$ cat src/rtl/fetch_unit.sv
`default_nettype none
// ============================================================================
//  Module      : fetch_unit
//  Description : Single-outstanding instruction fetch stage. Issues word
//                requests to instruction memory, holds the fetched word for
//                decode, and squashes in-flight work on branch/jump redirects.
//  Revision    : 1.0 - initial release
// ============================================================================
module fetch_unit #(
    parameter logic [31:0] RESET_PC = 32'h0000_0000
) (
    input  logic        clk,
    input  logic        rst,
    output logic        imem_req_valid,
    input  logic        imem_req_ready,
    output logic [31:0] imem_req_addr,
    input  logic        imem_rsp_valid,
    input  logic [31:0] imem_rsp_data,
    input  logic        branch_en,
    input  logic        branch_sel,
    input  logic        jump_en,
    input  logic [31:0] target_addr,
    output logic        if_valid,
    input  logic        if_ready,
    output logic [31:0] if_instr,
    output logic [31:0] if_pc,
    output logic        misalign_err
);

    typedef enum logic [1:0] {
        FETCH = 2'd0,
        WAIT  = 2'd1,
        HOLD  = 2'd2,
        DROP  = 2'd3
    } state_t;

    state_t      state;
    state_t      next_state;
    logic [31:0] pc;
    logic        redirect;
    logic [31:0] redirect_pc;
    logic        capture;

    // Byte-offset bit 0 never affects a word fetch address.
    wire unused_target_bit0 = target_addr[0];

    assign redirect    = (branch_en & branch_sel) | jump_en;
    assign redirect_pc = {target_addr[31:2], 2'b00};
    // A response is accepted into the decode buffer only in WAIT without a squash.
    assign capture     = (state == WAIT) && imem_rsp_valid && !redirect;

    // Requests are only presented from FETCH, and never while in reset.
    assign imem_req_valid = (state == FETCH) && !rst;
    assign imem_req_addr  = pc;

    // State register.
    always_ff @(posedge clk) begin
        if (rst) begin
            state <= FETCH;
        end else begin
            state <= next_state;
        end
    end

    // Next-state logic; a redirect overrides every other event.
    always_comb begin
        next_state = state;
        case (state)
            FETCH: begin
                if (redirect) begin
                    // An accepted request still owes a response that must be eaten.
                    next_state = imem_req_ready ? DROP : FETCH;
                end else if (imem_req_ready) begin
                    next_state = WAIT;
                end
            end
            WAIT: begin
                if (redirect) begin
                    next_state = imem_rsp_valid ? FETCH : DROP;
                end else if (imem_rsp_valid) begin
                    next_state = HOLD;
                end
            end
            HOLD: begin
                if (redirect || if_ready) begin
                    next_state = FETCH;
                end
            end
            DROP: begin
                if (imem_rsp_valid) begin
                    next_state = FETCH;
                end
            end
            default: next_state = FETCH;
        endcase
    end

    // Program counter: load redirect target, or advance once a word is captured.
    always_ff @(posedge clk) begin
        if (rst) begin
            pc <= RESET_PC;
        end else if (redirect) begin
            pc <= redirect_pc;
        end else if (capture) begin
            pc <= pc + 32'd4;
        end
    end

    // Decode-side buffer: capture on response, release on handshake or squash.
    always_ff @(posedge clk) begin
        if (rst) begin
            if_valid <= 1'b0;
            if_instr <= 32'h0;
            if_pc    <= 32'h0;
        end else if (redirect) begin
            if_valid <= 1'b0;
        end else if (capture) begin
            if_valid <= 1'b1;
            if_instr <= imem_rsp_data;
            if_pc    <= pc;
        end else if (state == HOLD && if_ready) begin
            if_valid <= 1'b0;
        end
    end

    // Misaligned-target flag, one cycle after the offending redirect.
    always_ff @(posedge clk) begin
        if (rst) begin
            misalign_err <= 1'b0;
        end else begin
            misalign_err <= redirect & target_addr[1];
        end
    end

endmodule
`default_nettype wire

$ cat config.mk
export PLATFORM = sky130hd
export DESIGN_NAME = fetch_unit
export DESIGN_NICKNAME = d
export VERILOG_FILES = /design/src/rtl/fetch_unit.sv
export SDC_FILE = /design/constraint.sdc
export NUM_CORES = 1
export LEC_CHECK = 0
export ABC_AREA = 1
export CAP_MARGIN = 20
export CORE_MARGIN = 1
export CORE_UTILIZATION = 40
export CTS_CLUSTER_SIZE = 20
export DETAILED_ROUTE_END_ITERATION = 8
export GPL_ROUTABILITY_DRIVEN = 0
export HOLD_SLACK_MARGIN = 0.15
export PLACE_DENSITY = 0.76
export SYNTH_ARGS = -nofsm -noshare
export SYNTH_HDL_FRONTEND = slang
export SYNTH_SLANG_ARGS = --single-unit
$ cat constraint.sdc
create_clock -name clk -period 1.3 [get_ports clk]
set_input_delay 0.13 -clock clk [delete_from_list [all_inputs] [get_ports clk]]
set_output_delay 0.13 -clock clk [all_outputs]
set_load 0.01 [all_outputs]
==> summary.md <==
| Metric | Value |
|---|---|
| Final-report hold violation count | `0` |
| Yosys top cell by area | `dfxtp_1` |
| WS Path Type | `reg -> reg` |
| Sequential share of power | `42.1%` |
| Total grt overflow | `0` |
| DR vias | `6020` |
| Yosys reg bits | `96` |
| Sw Pwr | `2295 uW` |
| Share of total power in combinational logic | `approximately 26%` |
| Final period util | `126.9%` |
| Max Fclk | `606.3 MHz` |
| Max Buffers Root-to-Sink | `2` |
| Cell count after synthesis | `669` |
| Num CTS Buffers | `9` |
| Synth Flop Type | `dfxtp_1` |
| Seq/Total Area, Yosys | `a little over two fifths` |
| Post-synth ARST share | `0%` |
| Die ar. | `11950 um^2` |
| Unrepaired setup endpoints after global routing | `yes` |
| CTS Sinks | `96` |
| Post-synth EDFFs | `0` |
| Post-synth top cells | `nor2_1 (132), nand2_1 (124), dfxtp_1 (96)` |
| VDD IR max | `0.7564 mV` |
| Skew final | `~9.8 ps` |
| CTS tree | `done` |
| Status | `finished with violations` |
| Num ports | `171` |
| Critical Path, Cell by Cell | `nand2_2, nor2_4, nand3_4, buf_4, buf_4, nor3_2, o21ai_1, inv_1` |
| Largest net degree at the start of global routing | `28` |
| Starting density of the core | `41.76%` |
| Most used cell, CP | `buf_4` |
| Violated checks | `negative setup slack` |
| Synthesized area | `4607 um^2` |
| Hold_ws | `333.1 ps` |
| Setup ws final | `-349.4 ps` |
| CP startpoint kind | `flip-flop` |
| GR Util All Layers | `between 20% and 30%` |
| Synth top area cells | `dfxtp_1 (42%), nor2_1 (11%), nand2_1 (10%)` |
| DR vias/cell | `5.543` |
| Inserted Diodes | `0` |
| Setup total negative slack | `-9676 ps` |
| CP arrival | `~2000 ps` |
| Routed wire length | `20010 um` |
| Final ANT Viol Nets | `0` |
| First-pass GRT wire length | `25360 um` |
| Worst-Skew Late Latency | `360 ps` |
| Vias in the first global route | `5367` |
| Crit end category | `flip-flop` |
| FP Rows | `38` |
| Drt first pass iters | `5` |
| Most frequent cell after synthesis | `nor2_1` |
| Hold Crit Class | `in -> reg` |
| Number of DRC markers in iteration 0 | `508` |
| CP max stage cell | `dfxtp_2` |
| Post-route minimum period | `1649 ps` |
| Final setup viols | `between 90 and 100` |
| Drt wl/cell | `~18 um` |
| Average cell area after synthesis | `roughly 6.9 um^2` |
| Post-synth top area share | `41.72%` |
| Hold-fix buffers, CTS | `0` |
| Crit-path max FO | `5` |
| R2R depth | `8` |
| P per Cell Area | `920.5 nW/um^2` |
| Clock-pin slew on the worst setup and hold paths | `~70 ps` |
| Max_cap viols | `0` |
| Initial antenna violation count | `0` |
| Largest stage delay, worst path | `400 ps` |
| Final HPWL DP | `11430 um` |
| Root Buffer | `clkbuf_16` |
| Final-stage net count | `1015` |
| Worst hold stages | `3` |
| Yosys warns | `0` |
| Clock network fraction of total power | `32.0%` |
| Fraction of layout cells with a size suffix above 1 | `33.40%` |
| P_leak | `0.004077 uW` |
| Buffers added on ports | `165` |
| Final slew viol count | `0` |
| Post-synth cell types | `35` |
| Core area | `11030 um^2` |
| H-tree lvl count | `3` |
| Sw Share | `between 20% and 30%` |
| Residual DRC | `0` |
| Worst EP required | `1600 ps` |
| Pint | `5469 uW` |
| Area grow syn2layout | `83.08%` |
| Height of the chip | `109.3 um` |
| Die width | `109.3 um` |
[registers in the layout, summed over array words and instances (netlist names)]
name	count
if_instr	32
imem_req_addr	30
if_valid	1
misalign_err	1
if_pc	30
state	2
[placed cells by master, fill, tap and decap left out, types with 12 or more instances in the layout]
master	Yosys	final
inv_1	62	58
dlygate4sd2_1	0	91
o21ai_0	64	34
o21ai_2	0	26
nor2_4	4	21
nand2_1	124	112
dfxtp_2	0	14
dfxtp_1	96	76
nand3_1	51	38
nor2_2	4	34
clkbuf_16	0	17
buf_4	8	89
nor2_1	132	85
nand3_2	0	12
buf_6	2	18
clkdlybuf4s50_1	0	70
[kinds of logic after synthesis]
family                   after synthesis  synth area share, %
buffers and inverters                104                9.831
XOR/XNOR                               3               0.5704
flip-flops                            96                41.72
AND/OR/NAND/NOR                      360                35.47
AO/OA/AOI/OAI                        104                12.06
adder cells (fa/ha/maj)                1               0.2715
other                                  1              0.08140
[through the flow]
stage	power, uW	utilization, %	instance area (um^2)	std cells	setup WS (ps)
6_report	7764	76.46	8434	1086	-349.4
5_1_grt	8035	76.46	8434	1086	-338.7
4_1_cts	7299	67.59	7456	1051	-181.0
3_5_place_dp	4889	63.24	6975	1026	-478.3
3_3_place_gp	4831	63.24	6975	1026	-442.5
2_1_floorplan	3945	-	4667	672	-121.6
[layout make-up]
type | count | area (um^2)
Sequential cell | 96 | 1962
Clock inverter | 1 | 5.005
Fill cell | 736 | 2596
Tap cell | 140 | 175.2
Inverter | 67 | 261.5
Multi-Input combinational cell | 472 | 2840
Timing Repair Buffer | 296 | 2937
Clock buffer | 14 | 254.0
[repair_timing]
item,4_1_cts,5_1_grt
pin swaps,16,63
setup buffers,7,27
gates cloned,3,11
setup endpoints to repair,153,90
gates resized for setup,161,183
[worst max-delay path, delay by kind of cell, from the launching register on]
family                 cells  cell delay (ps)
flip-flops                 1              400
buffers and inverters      3              390
AO/OA/AOI/OAI              1              120
AND/OR/NAND/NOR            4              690
[power groups by stage]
stage | sequential [uW] | clock [uW] | combinational [uW]
global route | 3280 | 2630 | 2120
CTS | 3240 | 2480 | 1580
floorplan | 3380 | 0 | 564
detailed placement | 3300 | 0 | 1590
finish | 3270 | 2480 | 2010
global placement | 3290 | 0 | 1540
[path summary, 6_finish.rpt]
kind,start,slack [ps],end
max,imem_req_addr[12],-350,imem_req_addr[13]
min,target_addr[1],330,misalign_err
max reg2reg,imem_req_addr[12],-350,imem_req_addr[13]
min reg2reg,if_pc[14],480,if_pc[14]
[routing by layer]
metal	global-route usage, %	routed length [um]	vias up
met5	0	0	-
met4	15.81	1076	0
met3	6.639	2065	116
met2	45.55	9475	412
met1	32.25	7394	2791
li1	-	-	2701
Note: power is estimated with default switching activity, not from simulation.
